$ cat config.mk
export PLATFORM = sky130hd
export DESIGN_NAME = lock_attempt_ctrl
export DESIGN_NICKNAME = d
export VERILOG_FILES = /design/src/rtl/lock_attempt_ctrl.sv
export SDC_FILE = /design/constraint.sdc
export NUM_CORES = 1
export LEC_CHECK = 0
export BUFFER_PORTS_ARGS = -buffer_cell sky130_fd_sc_hd__clkbuf_2
export CAP_MARGIN = 20
export CELL_PAD_IN_SITES_DETAIL_PLACEMENT = 1
export CELL_PAD_IN_SITES_GLOBAL_PLACEMENT = 2
export CORE_MARGIN = 3
export CORE_UTILIZATION = 40
export DETAILED_ROUTE_END_ITERATION = 8
export PLACE_DENSITY_LB_ADDON = 0.1
export SYNTH_ARGS = -nofsm -noshare
export SYNTH_HDL_FRONTEND = slang
export SYNTH_SLANG_ARGS = --single-unit
$ cat constraint.sdc
create_clock -name clk -period 5.5 [get_ports clk]
set_clock_uncertainty 0.2 [all_clocks]
set_input_delay 0.275 -clock clk [delete_from_list [all_inputs] [get_ports clk]]
set_output_delay 0.275 -clock clk [all_outputs]
set_load 0.02 [all_outputs]
$ cat src/rtl/lock_attempt_ctrl.sv
// Attempt sequencer for the digital lock's password-check path.
// Detects each ENTER press, applies the compare result, tracks consecutive
// failures and runs timed OPEN and LOCKOUT windows off a shared prescaler.
module lock_attempt_ctrl #(
  parameter int TICK_DIV   = 50_000_000,
  parameter int OPEN_TICKS = 5,
  parameter int LOCK_TICKS = 30,
  parameter int MAX_TRIES  = 3
) (
  input  logic       clk,
  input  logic       rst,
  input  logic       mode,
  input  logic       enter,
  input  logic       pass_ok,
  output logic       unlock,
  output logic       alarm,
  output logic       busy,
  output logic [2:0] fail_cnt,
  output logic [2:0] led_4
);

  localparam int PRE_W     = (TICK_DIV > 1) ? $clog2(TICK_DIV) : 1;
  localparam int MAX_TICKS = (OPEN_TICKS > LOCK_TICKS) ? OPEN_TICKS : LOCK_TICKS;
  localparam int CNT_W     = (MAX_TICKS > 0) ? $clog2(MAX_TICKS + 1) : 1;

  typedef enum logic [1:0] {
    IDLE    = 2'd0,
    OPEN    = 2'd1,
    LOCKOUT = 2'd2
  } state_t;

  state_t           state;
  state_t           state_nxt;
  logic [2:0]       fail_nxt;
  logic [PRE_W-1:0] presc;
  logic [CNT_W-1:0] tick_cnt;
  logic             tick;
  logic             open_done;
  logic             lock_done;

  logic             enter_p0;
  logic             enter_q;
  logic             press;

  // Status LED pattern for a given state and failure count.
  function automatic logic [2:0] led_decode(input state_t s, input logic [2:0] f);
    logic [2:0] led;
    led = 3'b000;
    case (s)
      OPEN:    led = 3'b010;
      LOCKOUT: led = 3'b111;
      default: begin
        if (f == 3'd0)      led = 3'b000;
        else if (f == 3'd1) led = 3'b001;
        else                led = 3'b101;
      end
    endcase
    return led;
  endfunction

  // ---- stage p0: sample ENTER, detect its rising edge ----
  // enter_p0/enter_q reset high so ENTER held through reset is not a press.
  always_ff @(posedge clk) begin
    if (rst) begin
      enter_p0 <= 1'b1;
      enter_q  <= 1'b1;
    end else begin
      enter_p0 <= enter;
      enter_q  <= enter_p0;
    end
  end

  assign press = enter_p0 & ~enter_q;

  // ---- stage p1: timer compare and next-state decision ----
  assign tick      = (presc == PRE_W'(TICK_DIV - 1));
  assign open_done = tick && ((tick_cnt + CNT_W'(1)) == CNT_W'(OPEN_TICKS));
  assign lock_done = tick && ((tick_cnt + CNT_W'(1)) == CNT_W'(LOCK_TICKS));

  // Next state and failure count; expiry takes priority over a coincident press.
  always_comb begin
    state_nxt = state;
    fail_nxt  = fail_cnt;
    case (state)
      IDLE: begin
        if (press && !mode) begin
          if (pass_ok) begin
            state_nxt = OPEN;
            fail_nxt  = 3'd0;
          end else if ((fail_cnt + 3'd1) == 3'(MAX_TRIES)) begin
            state_nxt = LOCKOUT;
            fail_nxt  = 3'(MAX_TRIES);
          end else begin
            fail_nxt  = fail_cnt + 3'd1;
          end
        end
      end
      OPEN: begin
        if (open_done || (press && !mode)) begin
          state_nxt = IDLE;
        end
      end
      LOCKOUT: begin
        if (lock_done) begin
          state_nxt = IDLE;
          fail_nxt  = 3'd0;
        end
      end
      default: begin
        state_nxt = IDLE;
        fail_nxt  = 3'd0;
      end
    endcase
  end

  // ---- stage p2: state, timers and outputs registered from the next state ----
  // Timers restart on every state change and stay cleared while idle.
  always_ff @(posedge clk) begin
    if (rst) begin
      state    <= IDLE;
      fail_cnt <= 3'd0;
      presc    <= '0;
      tick_cnt <= '0;
      unlock   <= 1'b0;
      alarm    <= 1'b0;
      busy     <= 1'b0;
      led_4    <= 3'b000;
    end else begin
      state    <= state_nxt;
      fail_cnt <= fail_nxt;
      if ((state_nxt != state) || (state_nxt == IDLE)) begin
        presc    <= '0;
        tick_cnt <= '0;
      end else if (tick) begin
        presc    <= '0;
        tick_cnt <= tick_cnt + CNT_W'(1);
      end else begin
        presc    <= presc + PRE_W'(1);
      end
      unlock <= (state_nxt == OPEN);
      alarm  <= (state_nxt == LOCKOUT);
      busy   <= (state_nxt == OPEN) || (state_nxt == LOCKOUT);
      led_4  <= led_decode(state_nxt, fail_nxt);
    end
  end

endmodule
==> reports/metrics.cfg <==
[logic_synthesis]
synth_top_family_by_area = simple AND/OR/NAND/NOR gates
syn_avg_cell_area_um2 = 8.85
yosys.area.top_type_share_pct = 40.9
yosys.area_share.adder_pct = 5.34
synth-compound-area-share_pct = 7.30
seq_area_frac_synth_pct = 40.9
synthArstFlopShare_pct = 0
synthMuxAreaShare_pct = 0.475
yosys_warnings = 0
synth_nets = 252
yosys-top-cells-area = dfxtp_1 (41%), nor2_1 (7.7%), xor2_1 (7.5%), ha_1 (5.3%), xnor2_1 (5.0%)
synth_edf_count = 0
synth-simple-area-share_pct = 29.7
yosysTopAreaCell = dfxtp_1
synth_top_flop_cell = dfxtp_1
ys_types = 45
syn_area_um2 = 2110
synthCells = 238
synth_xor_area_share_pct = 12.5
ys_ff_latch = 43

[clock_network]
clk_latency_ns = 0.30
postCtsHoldBufs = 1
cts_tree = built
cts_root_buffer = clkbuf_8
clkSlewWorstSetupHoldPaths_ns = 0.08
cts_made_buffers = 5
clockBufferDepth = 2
cts.sinks = 43
cts_setup_buffers = 0
h-tree-depth = 2
ctsResizeCount = 0

[setup_path]
cp-end-kind = register
cp_slowest_cell = nand2b_1
slowest_delay_ns = 0.69
arrival_ns = 3.35
crit_type = reg -> reg
crit_path_max_fanout = 26
startpoint_type = register
path_cells = ha_1 -> and3_1 -> nand4_2 -> nor3_4 -> nand3_1 -> a21oi_1 -> ha_1 -> a211oi_1 -> nand2b_1 -> nor2_1
worstPathRequired_ns = 5.44
crit_path_frequent_cell = ha_1

[route]
via_per_inst = 5.02
drcViolationCount = 0
drt_wl_total_um = 4120
dr.first_iter.drc_count = 39
antenna_left = 0
num_vias = 1600
firstDrtPassIters = 4
routedWlPerCell_um = 12.9

[die]
rows = 25
start_util_pct = 42.9
core_um2 = 4910
die_w_um = 78.6
fp.dieH_um = 78.6
io_pins = 14
dieArea_um2 = 6170

[timing]
rsz0062_at_grt = false
fin_tns_setup_ns = 0
finalSetupViolCount = 0
hold_slack_ns = 0.0927
relSlewSlack_pct = 35.3
fin_crit_ns = 3.41
tightest_slew_ns = 0.970
worst_slack_ns = 2.09
max_freq_mhz = 293
drv_slew = 0
finalHoldViolations = 0
final.period_utilization_pct = 62.1

[run]
maxCapViolCount = 0

[worst_hold_path]
hp-class = in -> reg

[place]
place_area_um2 = 2210
dpl.cell_count = 310
gp_congestion = 0.777
place_ws_ns = 2.00
hpwl_um = 2990
port_buffers = 13

[global_routing]
grt_pass1_vias = 1654
grt.total_usage_pct = 15.1
grt_start_max_net_pins = 27
grt-ovfl-total = 0
grt_pass1_wl_um = 7560
antenna_found_initial = 0

[layout]
final_core_util_pct = 47.0
drive_above_1_share_pct = 12.3
diodes = 0
layoutNonFillerInstCount = 319
final_cell_area_um2 = 2310
fin_nets = 265
area_growth_pct = 9.50
mostFrequentLayoutCells = nor2_1 (43), dfxtp_1 (43), xor2_1 (18)

[power]
powerDensity_nw_per_um2 = 228
p_total_mw = 0.526
leakage_nw = 0.834
ir_worst_vdd_mv = 0.109

[run_status]
status = complete, no violations

==> where the power goes <==
part	total, mW	internal [mW]	switching, mW
clock network	0.197	0.0888	0.108
logic	0.0152	0.00591	0.00928
registers	0.314	0.313	0.00111
==> cells in the mapped netlist, drive strengths merged, types with 4 or more instances <==
library cell	count
dfxtp	43
nor2	43
xor2	18
nand3	12
xnor2	12
nand2	11
inv	10
ha	9
nand4	9
a21oi	7
nor3	6
and3	5
buf	4
clkbuf	4
nor3b	4
or2	4
==> worst max-delay path, delay by kind of cell, from the launching register on <==
kind	cells	cell delay (ns)
adders and majority gates	2	0.41
AOI/OAI and AO/OA	2	0.44
DFF	1	0.37
and+or+nand+nor	6	1.82
==> metal layers <==
metal / vias to the layer above / share of wire (%) / track usage (%)
li1: 834 / - / -
met4: 0 / 1.7 / 5.94
met3: 6 / 2.7 / 3.90
met1: 742 / 49 / 18.4
met5: - / 0 / 0
met2: 18 / 47 / 25.2
==> sequential cells by signal, indices dropped and copies added (netlist names) <==
register and cells:
enter_p0 1, state 2, enter_q 1, unlock 1
presc 26, fail_cnt 3, alarm 1, led_4 3
tick_cnt 5
==> kinds of logic (layout without fill, tap and decap cells) <==
logic type	Yosys count	count (layout)
and+or+nand+nor	115	115
muxes	1	1
DFF	43	43
AOI/OAI and AO/OA	22	22
buffers and inverters	18	32
adders and majority gates	9	9
xor gates and xnor gates	30	30
==> final cells by class <==
cell class                      count  area [um2]
Clock inverter                      2        12.5
Timing Repair Buffer               14        75.1
Multi-Input combinational cell    177        1160
Clock buffer                        6        72.6
Sequential cell                    43         861
Inverter                           10        37.5
Tap cell                           67        83.8
Fill cell                         606        2600
==> path summary, 6_finish.rpt <==
kind | depth (start not counted) | end | from | slack [ns]
hold / removal | 2 | alarm$_SDFF_PP0_ | rst | 0.09
setup reg to reg | 10 | presc[20]$_SDFF_PP0_ | presc[0]$_SDFF_PP0_ | 2.09
setup / recovery | 10 | presc[20]$_SDFF_PP0_ | presc[0]$_SDFF_PP0_ | 2.09
hold reg to reg | 1 | presc[0]$_SDFF_PP0_ | presc[0]$_SDFF_PP0_ | 0.26
Power figures use the tool's default switching activity.
